**config.mk**
```make
export PLATFORM = sky130hd
export DESIGN_NAME = arm_mem_arbiter
export DESIGN_NICKNAME = d
export VERILOG_FILES = /design/src/rtl/arm_mem_arbiter_pkg.sv /design/src/rtl/arm_mem_arbiter_mfc_sync.sv /design/src/rtl/arm_mem_arbiter.sv
export SDC_FILE = /design/constraint.sdc
export NUM_CORES = 1
export LEC_CHECK = 0
export ABC_AREA = 1
export BUFFER_PORTS_ARGS = -buffer_cell sky130_fd_sc_hd__buf_4
export CORE_AREA = 4 4 73 142
export DETAILED_ROUTE_END_ITERATION = 8
export DIE_AREA = 0 0 77 146
export PLACE_DENSITY = 0.86
export SLEW_MARGIN = 40
export SYNTH_ARGS = -nofsm -noshare
export SYNTH_HDL_FRONTEND = slang
export SYNTH_SLANG_ARGS = --single-unit
```
**constraint.sdc**
```tcl
create_clock -name Clk -period 3 [get_ports Clk]
set_clock_uncertainty 0.2 [all_clocks]
set_input_delay 0.6 -clock Clk [delete_from_list [all_inputs] [get_ports Clk]]
set_output_delay 0.6 -clock Clk [all_outputs]
set_load 0.05 [all_outputs]
```
**src/rtl/arm_mem_arbiter_pkg.sv**
```systemverilog
// Shared definitions for the memory arbiter: FSM states, bus encodings, requester IDs
// and the arbitration helper.
package arm_mem_arbiter_pkg;

  typedef enum logic [1:0] {
    ST_IDLE    = 2'd0,
    ST_WAIT    = 2'd1,
    ST_DONE    = 2'd2,
    ST_RELEASE = 2'd3
  } state_t;

  typedef enum logic {
    PORT_IF = 1'b0,
    PORT_DA = 1'b1
  } port_t;

  localparam logic RW_READ  = 1'b1;
  localparam logic RW_WRITE = 1'b0;
  localparam logic WB_WORD  = 1'b1;
  localparam logic WB_BYTE  = 1'b0;

  localparam logic [31:0] ABORT_DATA = 32'hDEADBEEF;

  // Fixed data priority, or round-robin pointer on a tie.
  function automatic port_t pick_port(input logic if_req, input logic da_req,
                                      input port_t rr_ptr, input logic data_pri);
    port_t p;
    p = PORT_IF;
    if (if_req && da_req) begin
      p = data_pri ? PORT_DA : rr_ptr;
    end else if (da_req) begin
      p = PORT_DA;
    end else begin
      p = PORT_IF;
    end
    return p;
  endfunction

endpackage

```
**src/rtl/arm_mem_arbiter_mfc_sync.sv**
```systemverilog
// Two-flop synchroniser bringing the asynchronous MFC into the Clk domain.
module arm_mem_arbiter_mfc_sync (
  input  logic clk,
  input  logic rst_n,
  input  logic d,
  output logic q
);

  logic meta_r;
  logic sync_r;

  // Shift the raw level through two flops.
  always_ff @(posedge clk or negedge rst_n) begin
    if (!rst_n) begin
      meta_r <= 1'b0;
      sync_r <= 1'b0;
    end else begin
      meta_r <= d;
      sync_r <= meta_r;
    end
  end

  assign q = sync_r;

endmodule

```
**src/rtl/arm_mem_arbiter.sv**
```systemverilog
// Shares the single MFA/MFC memory port between instruction fetch (IF) and data access (DA).
// Define ARM_MEM_TIMEOUT_EN to abort a transaction when MFC never arrives.
module arm_mem_arbiter
  import arm_mem_arbiter_pkg::*;
#(
  parameter int AW            = 8,
  parameter int DW            = 32,
  parameter int DATA_PRIORITY = 1,
  parameter int TIMEOUT_CYC   = 64
) (
  input  logic          Clk,
  input  logic          Reset,
  input  logic          if_req,
  input  logic [AW-1:0] if_addr,
  output logic [DW-1:0] if_rdata,
  output logic          if_done,
  input  logic          da_req,
  input  logic [AW-1:0] da_addr,
  input  logic          da_rw,
  input  logic          da_wb,
  input  logic [DW-1:0] da_wdata,
  output logic [DW-1:0] da_rdata,
  output logic          da_done,
  output logic          mem_err,
  output logic          MFA,
  output logic [AW-1:0] MEMADD,
  output logic          READ_WRITE,
  output logic          WORD_BYTE,
  output logic [DW-1:0] MEMDAT_OUT,
  input  logic [DW-1:0] MEMDAT_IN,
  input  logic          MFC
);

  state_t        state_r, state_nxt_s;
  port_t         grant_r, grant_nxt_s;
  port_t         rr_r, rr_nxt_s;
  port_t         pick_s;
  logic          mfa_r, mfa_nxt_s;
  logic [AW-1:0] addr_r, addr_nxt_s;
  logic          rw_r, rw_nxt_s;
  logic          wb_r, wb_nxt_s;
  logic [DW-1:0] wdata_r, wdata_nxt_s;
  logic [DW-1:0] if_rdata_r, if_rdata_nxt_s;
  logic [DW-1:0] da_rdata_r, da_rdata_nxt_s;
  logic          if_done_r, if_done_nxt_s;
  logic          da_done_r, da_done_nxt_s;
  logic          mfc_s;

`ifdef ARM_MEM_TIMEOUT_EN
  localparam int CW = $clog2(TIMEOUT_CYC + 1);
  localparam logic [CW-1:0] CNT_LAST = CW'(TIMEOUT_CYC - 1);
  logic [CW-1:0] cnt_r, cnt_nxt_s;
  logic          mem_err_r, mem_err_nxt_s;
`else
  localparam int unused_timeout_cyc = TIMEOUT_CYC;
`endif

  arm_mem_arbiter_mfc_sync u_mfc_sync (
    .clk   (Clk),
    .rst_n (Reset),
    .d     (MFC),
    .q     (mfc_s)
  );

  assign pick_s = pick_port(if_req, da_req, rr_r, DATA_PRIORITY != 0);

  // Next-state and next-register values for the transaction FSM.
  always_comb begin
    state_nxt_s    = state_r;
    grant_nxt_s    = grant_r;
    rr_nxt_s       = rr_r;
    mfa_nxt_s      = mfa_r;
    addr_nxt_s     = addr_r;
    rw_nxt_s       = rw_r;
    wb_nxt_s       = wb_r;
    wdata_nxt_s    = wdata_r;
    if_rdata_nxt_s = if_rdata_r;
    da_rdata_nxt_s = da_rdata_r;
    if_done_nxt_s  = 1'b0;
    da_done_nxt_s  = 1'b0;
`ifdef ARM_MEM_TIMEOUT_EN
    cnt_nxt_s      = '0;
    mem_err_nxt_s  = 1'b0;
`endif
    case (state_r)
      ST_IDLE: begin
        if (if_req || da_req) begin
          grant_nxt_s = pick_s;
          rr_nxt_s    = (pick_s == PORT_IF) ? PORT_DA : PORT_IF;
          mfa_nxt_s   = 1'b1;
          state_nxt_s = ST_WAIT;
          if (pick_s == PORT_DA) begin
            addr_nxt_s  = da_addr;
            rw_nxt_s    = da_rw;
            wb_nxt_s    = da_wb;
            wdata_nxt_s = da_wdata;
          end else begin
            addr_nxt_s  = if_addr;
            rw_nxt_s    = RW_READ;
            wb_nxt_s    = WB_WORD;
            wdata_nxt_s = '0;
          end
        end else begin
          state_nxt_s = ST_IDLE;
        end
      end
      ST_WAIT: begin
        if (mfc_s) begin
          mfa_nxt_s   = 1'b0;
          state_nxt_s = ST_DONE;
          if (grant_r == PORT_DA) begin
            da_done_nxt_s = 1'b1;
            if (rw_r == RW_READ) begin
              da_rdata_nxt_s = MEMDAT_IN;
            end else begin
              da_rdata_nxt_s = da_rdata_r;
            end
          end else begin
            if_done_nxt_s  = 1'b1;
            if_rdata_nxt_s = MEMDAT_IN;
          end
        end
`ifdef ARM_MEM_TIMEOUT_EN
        else if (cnt_r == CNT_LAST) begin
          mfa_nxt_s     = 1'b0;
          mem_err_nxt_s = 1'b1;
          state_nxt_s   = ST_DONE;
          if (grant_r == PORT_DA) begin
            da_done_nxt_s  = 1'b1;
            da_rdata_nxt_s = DW'(ABORT_DATA);
          end else begin
            if_done_nxt_s  = 1'b1;
            if_rdata_nxt_s = DW'(ABORT_DATA);
          end
        end else begin
          cnt_nxt_s = cnt_r + CW'(1);
        end
`else
        else begin
          state_nxt_s = ST_WAIT;
        end
`endif
      end
      ST_DONE: begin
        state_nxt_s = ST_RELEASE;
      end
      ST_RELEASE: begin
        // Memory may keep MFC high after MFA drops; no regrant until it is seen low.
        if (!mfc_s) begin
          state_nxt_s = ST_IDLE;
        end else begin
          state_nxt_s = ST_RELEASE;
        end
      end
      default: begin
        state_nxt_s = ST_IDLE;
        mfa_nxt_s   = 1'b0;
      end
    endcase
  end

  // State, bus and result registers; reset drops MFA immediately.
  always_ff @(posedge Clk or negedge Reset) begin
    if (!Reset) begin
      state_r    <= ST_IDLE;
      grant_r    <= PORT_IF;
      rr_r       <= PORT_IF;
      mfa_r      <= 1'b0;
      addr_r     <= '0;
      rw_r       <= 1'b0;
      wb_r       <= 1'b0;
      wdata_r    <= '0;
      if_rdata_r <= '0;
      da_rdata_r <= '0;
      if_done_r  <= 1'b0;
      da_done_r  <= 1'b0;
    end else begin
      state_r    <= state_nxt_s;
      grant_r    <= grant_nxt_s;
      rr_r       <= rr_nxt_s;
      mfa_r      <= mfa_nxt_s;
      addr_r     <= addr_nxt_s;
      rw_r       <= rw_nxt_s;
      wb_r       <= wb_nxt_s;
      wdata_r    <= wdata_nxt_s;
      if_rdata_r <= if_rdata_nxt_s;
      da_rdata_r <= da_rdata_nxt_s;
      if_done_r  <= if_done_nxt_s;
      da_done_r  <= da_done_nxt_s;
    end
  end

`ifdef ARM_MEM_TIMEOUT_EN
  // MFC wait counter and abort flag.
  always_ff @(posedge Clk or negedge Reset) begin
    if (!Reset) begin
      cnt_r     <= '0;
      mem_err_r <= 1'b0;
    end else begin
      cnt_r     <= cnt_nxt_s;
      mem_err_r <= mem_err_nxt_s;
    end
  end

  assign mem_err = mem_err_r;
`else
  assign mem_err = 1'b0;
`endif

  assign MFA        = mfa_r;
  assign MEMADD     = addr_r;
  assign READ_WRITE = rw_r;
  assign WORD_BYTE  = wb_r;
  assign MEMDAT_OUT = wdata_r;
  assign if_rdata   = if_rdata_r;
  assign da_rdata   = da_rdata_r;
  assign if_done    = if_done_r;
  assign da_done    = da_done_r;

endmodule

```
==> results of run 1 <==
-- how the worst max path moves through the flow --
stage | endpoint | cells after the start
detailed placement | MEMADD[1] | 8
CTS | da_rdata[25] | 6
global placement | if_rdata[31] | 5
finish | da_rdata[25] | 6
floorplan | MEMDAT_OUT[0] | 8
global route | da_rdata[25] | 6
-- routing by layer --
metal / wire, um / track usage
met5: 0 / 0
met4: 340 / 0.119
met3: 1060 / 0.0737
met2: 7190 / 0.426
met1: 4530 / 0.257
-- kinds of logic (layout without fill, tap and decap cells) --
family                 after synthesis  after routing  synth area share
and+or+nand+nor                    357            357             0.320
DFF                                114            114             0.619
buffers and inverters               43            244            0.0551
AOI/OAI and AO/OA                    4              4           0.00434
other                                1              1          0.000814
-- sequential cells by signal, indices dropped and copies added (netlist names), named ones only --
signal	flops
da_done	1
MFA	1
MEMDAT_OUT	32
if_done	1
u_mfc_sync.meta_r	1
u_mfc_sync.q	1
da_rdata	32
state_r	1
READ_WRITE	1
WORD_BYTE	1
MEMADD	8
if_rdata	32
grant_r	1
-- layout by cell type, fill, tap and decap left out, drive strengths merged --
master    n
clkbuf   26
nand3    97
nand2   254
bufinv    2
o21ai     3
clkinv    4
a21oi     1
nor2      6
dfrtp   114
conb      1
buf     204
inv       8
-- layout make-up --
type / count / area (um^2)
flip-flops and latches: 114 / 2850
fillers: 700 / 2690
repair buffers: 204 / 1540
multi-input cells: 362 / 1500
clock buffers: 26 / 499
well taps: 104 / 130
clock inverters: 5 / 75.1
inverters: 9 / 35.0
-- metrics by stage --
stage | utilization | hold slack (ns) | instances | cell area, um^2 | setup WS (ns)
2_1_floorplan | - | 0.104 | 519 | 4610 | 1.40
3_5_place_dp | 0.650 | 0.136 | 793 | 6060 | 0.818
4_1_cts | 0.712 | 0.0651 | 824 | 6640 | 0.936
5_1_grt | 0.712 | 0.0886 | 824 | 6640 | 0.778
3_3_place_gp | 0.650 | 0.133 | 793 | 6060 | 0.857
6_report | 0.712 | 0.0499 | 824 | 6640 | 0.966
==> metrics.md, run 1 <==
| Metric | Value |
|---|---|
| TritonCTS clock tree | yes |
| Die Wd | 77 um |
| Drt total wl | 13.1 mm |
| Mean area per synthesized cell | 8.88 um^2 |
| Via count | 4246 |
| First-pass GRT wire length | 21.5 mm |
| Io pins | 197 |
| Post_cts resized | 0 |
| Post-DP HPWL | 9.58 mm |
| ANT nets after route | 0 |
| Synth Flop Type | dfrtp_1 |
| DRC viols | 0 |
| GRT Util Overall | 0.241 |
| RSZ-0062 raised after global routing | no |
| Drt wl/cell | 15.9 um |
| Initial antenna violation count | 0 |
| Share of cells above drive strength 1 | 0.325 |
| Slew at the pin with the worst max-slew slack | 0.690 ns |
| Startpoint class of the critical path | flop |
| Ant diodes | 0 |
| RR Startpoint | state_r[0] |
| Post-CTS setup buffers | 0 |
| Async SR Flop Fraction | 1.00 |
| CP dominant cell by count | nand2_1 |
| Setup Crit Path Kind | reg2reg |
| Synth warn | 0 |
| FF-to-FF path depth | 6 |
| Synth area leaders | dfrtp_1, nand2_1, nand3_1, buf_6, clkbuf_1 |
| HP Class | in2async |
| Final TNS setup | 0 ns |
| CP Max Fanout | 23 |
| Nets | 795 |
| # hold bufs at CTS | 0 |
| Final hold vios | 0 |
| Clock-pin slew on the worst setup and hold paths | 0.05 ns |
| Largest net degree at the start of global routing | 56 |
| Area leader, netlist | dfrtp_1 |
| WP buf/inv | 1 |
| Fin crit period | 2.03 ns |
| Gr ovfl total | 0 |
| Clock buffer depth | 2 |
| Layout area overhead | 44.1% |
| Die height | 146 um |
| Max incr delay on CP | 0.42 ns |
| Syn nets | 606 |
| Vias/cell | 5.15 |
| Slowest stage cell on the critical path | dfrtp_1 |
| Vias in the first global route | 4425 |
| Seq cells post-synth | 114 |
| Most frequent cells after synthesis | nand2_1, dfrtp_1, nand3_1, clkbuf_1, buf_6 |
| DRT iter0 DRCs | 188 |
| Critical Path End Type | flop |
| FP Rows | 50 |
| GP Congestion | 0.799 |
| Slew Limit Fails | 0 |
| Initial Util | 0.494 |
| Full die area | 11200 um^2 |
| Critical Path Start | state_r[0] |
| FMAX | 492 MHz |
| Synth Instances | 519 |
| Crit-path cells | nand2_1, nor2_4, nand2_1, buf_4, nand2_1, nand2_1 |
| Root Driver | clkbuf_16 |
| Core Area | 9320 um^2 |
| H-tree levels | 4 |
| Req. time, crit path | 3.07 ns |
| Cell Area, Synth | 4610 um^2 |
| Most frequent cell after synthesis | nand2_1 |
| Worst reg2reg endpoint | da_rdata[25] |
| Status | finished, final reports clean |
| Number of port buffers | 195 |
| MaxCap Viol Count | 0 |
| Number of synthesized flops with an enable pin | 0 |
| # setup viols final | 0 |
| Register area share after synthesis | 0.619 |
| Worst skew pair latency | 0.39 ns |
| TritonRoute pass-1 iters | 5 |
| Setup slack, reg-to-reg | 0.97 ns |
| Worst path arrival time | 2.10 ns |
| Slew headroom | 0.540 |
| Fin crit share | 0.678 |
| Synth top area share | 0.619 |
| Crit-path leading delay family | simple AND/OR/NAND/NOR gates |
| Yosys cell types | 15 |
| Inserted Clock Buffers | 17 |
| Count of clock tree sinks | 114 |
Power of run 1 is left out: the tool's default activity adds up to more than one toggle a clock period on the data nets, which glitch-free logic cannot reach.
==> inputs of run 2 (changes only) <==
- CORE_AREA: 4 4 73 142 -> 4 4 79 154
- DIE_AREA: 0 0 77 146 -> 0 0 83 158
- PLACE_DENSITY: 0.86 -> 0.77
- clock period: 3 -> 1.65 ns (I/O delays scaled with it)
==> run 2 against run 1 <==
Against the previous run:
- worst hold slack worse by 0.029 ns
- register-to-register slack worse by 0.86 ns
- global-route usage is 2.9 points lower
- non-clock buffer count is 73 higher
- maximum frequency is 31% higher
- sequential cell count stayed put
- cell area is 13% higher
- via count is 7.3% higher
- die area is 17% higher
- worst setup slack worse by 0.86 ns
==> metrics.md, run 2 (synthesis results as in run 1) <==
| Metric | Value |
|---|---|
| Status | finished, final reports clean |
| Initial Util | 0.421 (-0.0733) |
| Global Route met2 Usage | 0.395 (-0.0302) |
| Inserted Clock Buffers | 17 (unchanged) |
| H-tree levels | 4 (unchanged) |
| Max incr delay on CP | 0.45 ns (+0.03 ns) |
| Share of cells above drive strength 1 | 0.303 (-0.0220) |
| RSZ-0062 raised after global routing | no |
| GRT Util Overall | 0.212 (-0.0287) |
| Power Density | 2460 nW/um^2 |
| # setup viols final | 0 (unchanged) |
| Count of clock tree sinks | 114 (unchanged) |
| Hold Crit Start | if_addr[3] |
| Number of fill cells | 825 (+18%) |
| Clock buffer depth | 2 (unchanged) |
| First-pass GRT wire length | 22.6 mm (+5.1%) |
| Worst skew pair latency | 0.39 ns (about the same) |
| Via count | 4555 (+7.3%) |
| FP Rows | 54 (+8.0%) |
| Fin util | 0.683 (-0.0285) |
| Clock power share | 0.198 |
| Most frequent cells in the layout | nand2_1, buf_4, dfrtp_1, nand3_1, dlygate4sd3_1 |
| Slew Limit Fails | 0 (unchanged) |
| Clock-pin slew on the worst setup and hold paths | 0.05 ns (about the same) |
| MaxCap Viol Count | 0 (unchanged) |
| Vias/cell | 4.89 (-5.2%) |
| TritonRoute pass-1 iters | 5 (unchanged) |
| CP dominant cell by count | nand2_1 |
| Worst path arrival time | 1.67 ns (-0.43 ns) |
| Worst Hold Path EP | MEMADD[3] |
| DRT iter0 DRCs | 175 (-6.9%) |
| Startpoint class of the critical path | flop |
| Net load switching power | 9000 uW |
| Commonest non-fill, non-tap cell in the layout | nand2_1 |
| Die height | 158 um (+8.2%) |
| Sequential fraction of design power | 0.274 |
| Initial antenna violation count | 0 (unchanged) |
| Setup slack, reg-to-reg | 0.10 ns (-0.86 ns) |
| Nets | 868 (+9.2%) |
| Setup Crit Path Kind | reg2reg |
| Pre-CTS worst setup slack | 0.154 ns (-0.664 ns) |
| Met3 GRT Util | 0.0573 (-0.0164) |
| Static leakage | 0.00406 uW |
| Final hold vios | 0 (unchanged) |
| Hold depth | 5 |
| ANT nets after route | 0 (unchanged) |
| Core Area | 10900 um^2 (+17%) |
| GP Congestion | 0.810 (+1.3%) |
| Full die area | 13100 um^2 (+17%) |
| Number of port buffers | 195 (unchanged) |
| Die Wd | 83 um (+7.8%) |
| Crit-path cells | nand2_1, nor2_4, buf_4, nand3_1, nand2_1 |
| Net Sw Frac | 0.488 |
| Fin crit period | 1.55 ns (-0.487 ns) |
| Worst reg2reg endpoint | if_rdata[5] |
| Largest net degree at the start of global routing | 42 (-25%) |
| CP Max Fanout | 24 (+4.3%) |
| Io pins | 197 (unchanged) |
| RR Startpoint | state_r[0] |
| HP Class | in2reg |
| TritonCTS clock tree | yes |
| Critical Path End Type | flop |
| Slowest stage cell on the critical path | dfrtp_1 |
| Logic gate share of total power | 0.528 |
| Drt total wl | 13.9 mm (+6.1%) |
| Final TNS setup | 0 ns (unchanged) |
| Drt wl/cell | 14.9 um (-6.2%) |
| Vias in the first global route | 4733 (+7.0%) |
| Ant diodes | 0 (unchanged) |
| Root Driver | clkbuf_16 |
| Gr ovfl total | 0 (unchanged) |
| DRC viols | 0 (unchanged) |
| Post-DP HPWL | 9.41 mm (-1.8%) |
| FF-to-FF path depth | 5 (-1) |
| Req. time, crit path | 1.77 ns (-1.30 ns) |
| Max VDD drop | 1.36 mV |
| FMAX | 646 MHz (+31%) |
| Fin crit share | 0.938 (+0.260) |
| Layout area overhead | 62.4% |
| Pint | 9430 uW |
| Post-route setup slack | 0.103 ns (-0.863 ns) |
| Met1 Track Usage GR | 0.221 (-0.0357) |
| GR peak layer | met2 |
| Worst hold slack | 0.0210 ns (-0.0288 ns) |
[run 2: power groups by stage]
| stage | logic (uW) | clock network, uW | registers (uW) |
|---|---|---|---|
| 2_1_floorplan | 1910 | 0 | 9550 |
| 3_3_place_gp | 9450 | 0 | 5020 |
| 3_5_place_dp | 9620 | 0 | 5040 |
| 4_1_cts | 9760 | 3700 | 5040 |
| 5_1_grt | 10300 | 3830 | 5190 |
| 6_report | 9730 | 3640 | 5050 |
[run 2: worst max-delay path by stage]
stage | start | end | slack (ns) | cells past startpoint
3_3_place_gp | da_req | READ_WRITE | 0.18 | 6
4_1_cts | state_r[0] | da_rdata[0] | 0.11 | 6
6_report | state_r[0] | if_rdata[5] | 0.10 | 5
3_5_place_dp | state_r[0] | da_rdata[25] | 0.15 | 6
5_1_grt | state_r[0] | da_rdata[0] | 0.001 | 6
2_1_floorplan | READ_WRITE | da_rdata[10] | 0.1 | 5
[run 2: layout make-up]
class,count,area (um^2),area share
Tap cell,140,175,0.0234
Inverter,9,33.8,0.00452
Timing Repair Buffer,277,2320,0.311
Multi-Input combinational cell,362,1500,0.201
Clock inverter,5,100,0.0134
Clock buffer,25,495,0.0662
Sequential cell,114,2850,0.381
[run 2: per-stage QoR]
step / total power [uW] / area [um^2] / cells
after global routing: 19300 / 7480 / 932
after CTS: 18500 / 7480 / 932
after floorplan: 11500 / 4610 / 519
after global placement: 14500 / 6220 / 836
final: 18400 / 7480 / 932
after detailed placement: 14700 / 6220 / 836
[run 2: what timing repair did]
| action | in CTS | in global routing |
|---|---|---|
| endpoints found under the hold margin | 207 | 0 |
| endpoints found under the setup margin | 0 | 1 |
| hold buffers | 66 | 0 |
| setup buffers | 0 | 0 |
| resized for setup | 0 | 1 |
[run 2: worst max-delay path, delay by kind of cell, from the launching register on]
kind	cells	cell delay (ns)
and+or+nand+nor	4	0.54
DFF	1	0.45
buffers and inverters	1	0.29
[run 2: per-layer routing]
layer  part of all wire  vias to the layer above
met2               0.56                      208
met4              0.026                        0
li1                   -                     2160
met1               0.35                     2155
met3              0.062                       32
met5                  0                        -
Power figures use the tool's default switching activity.
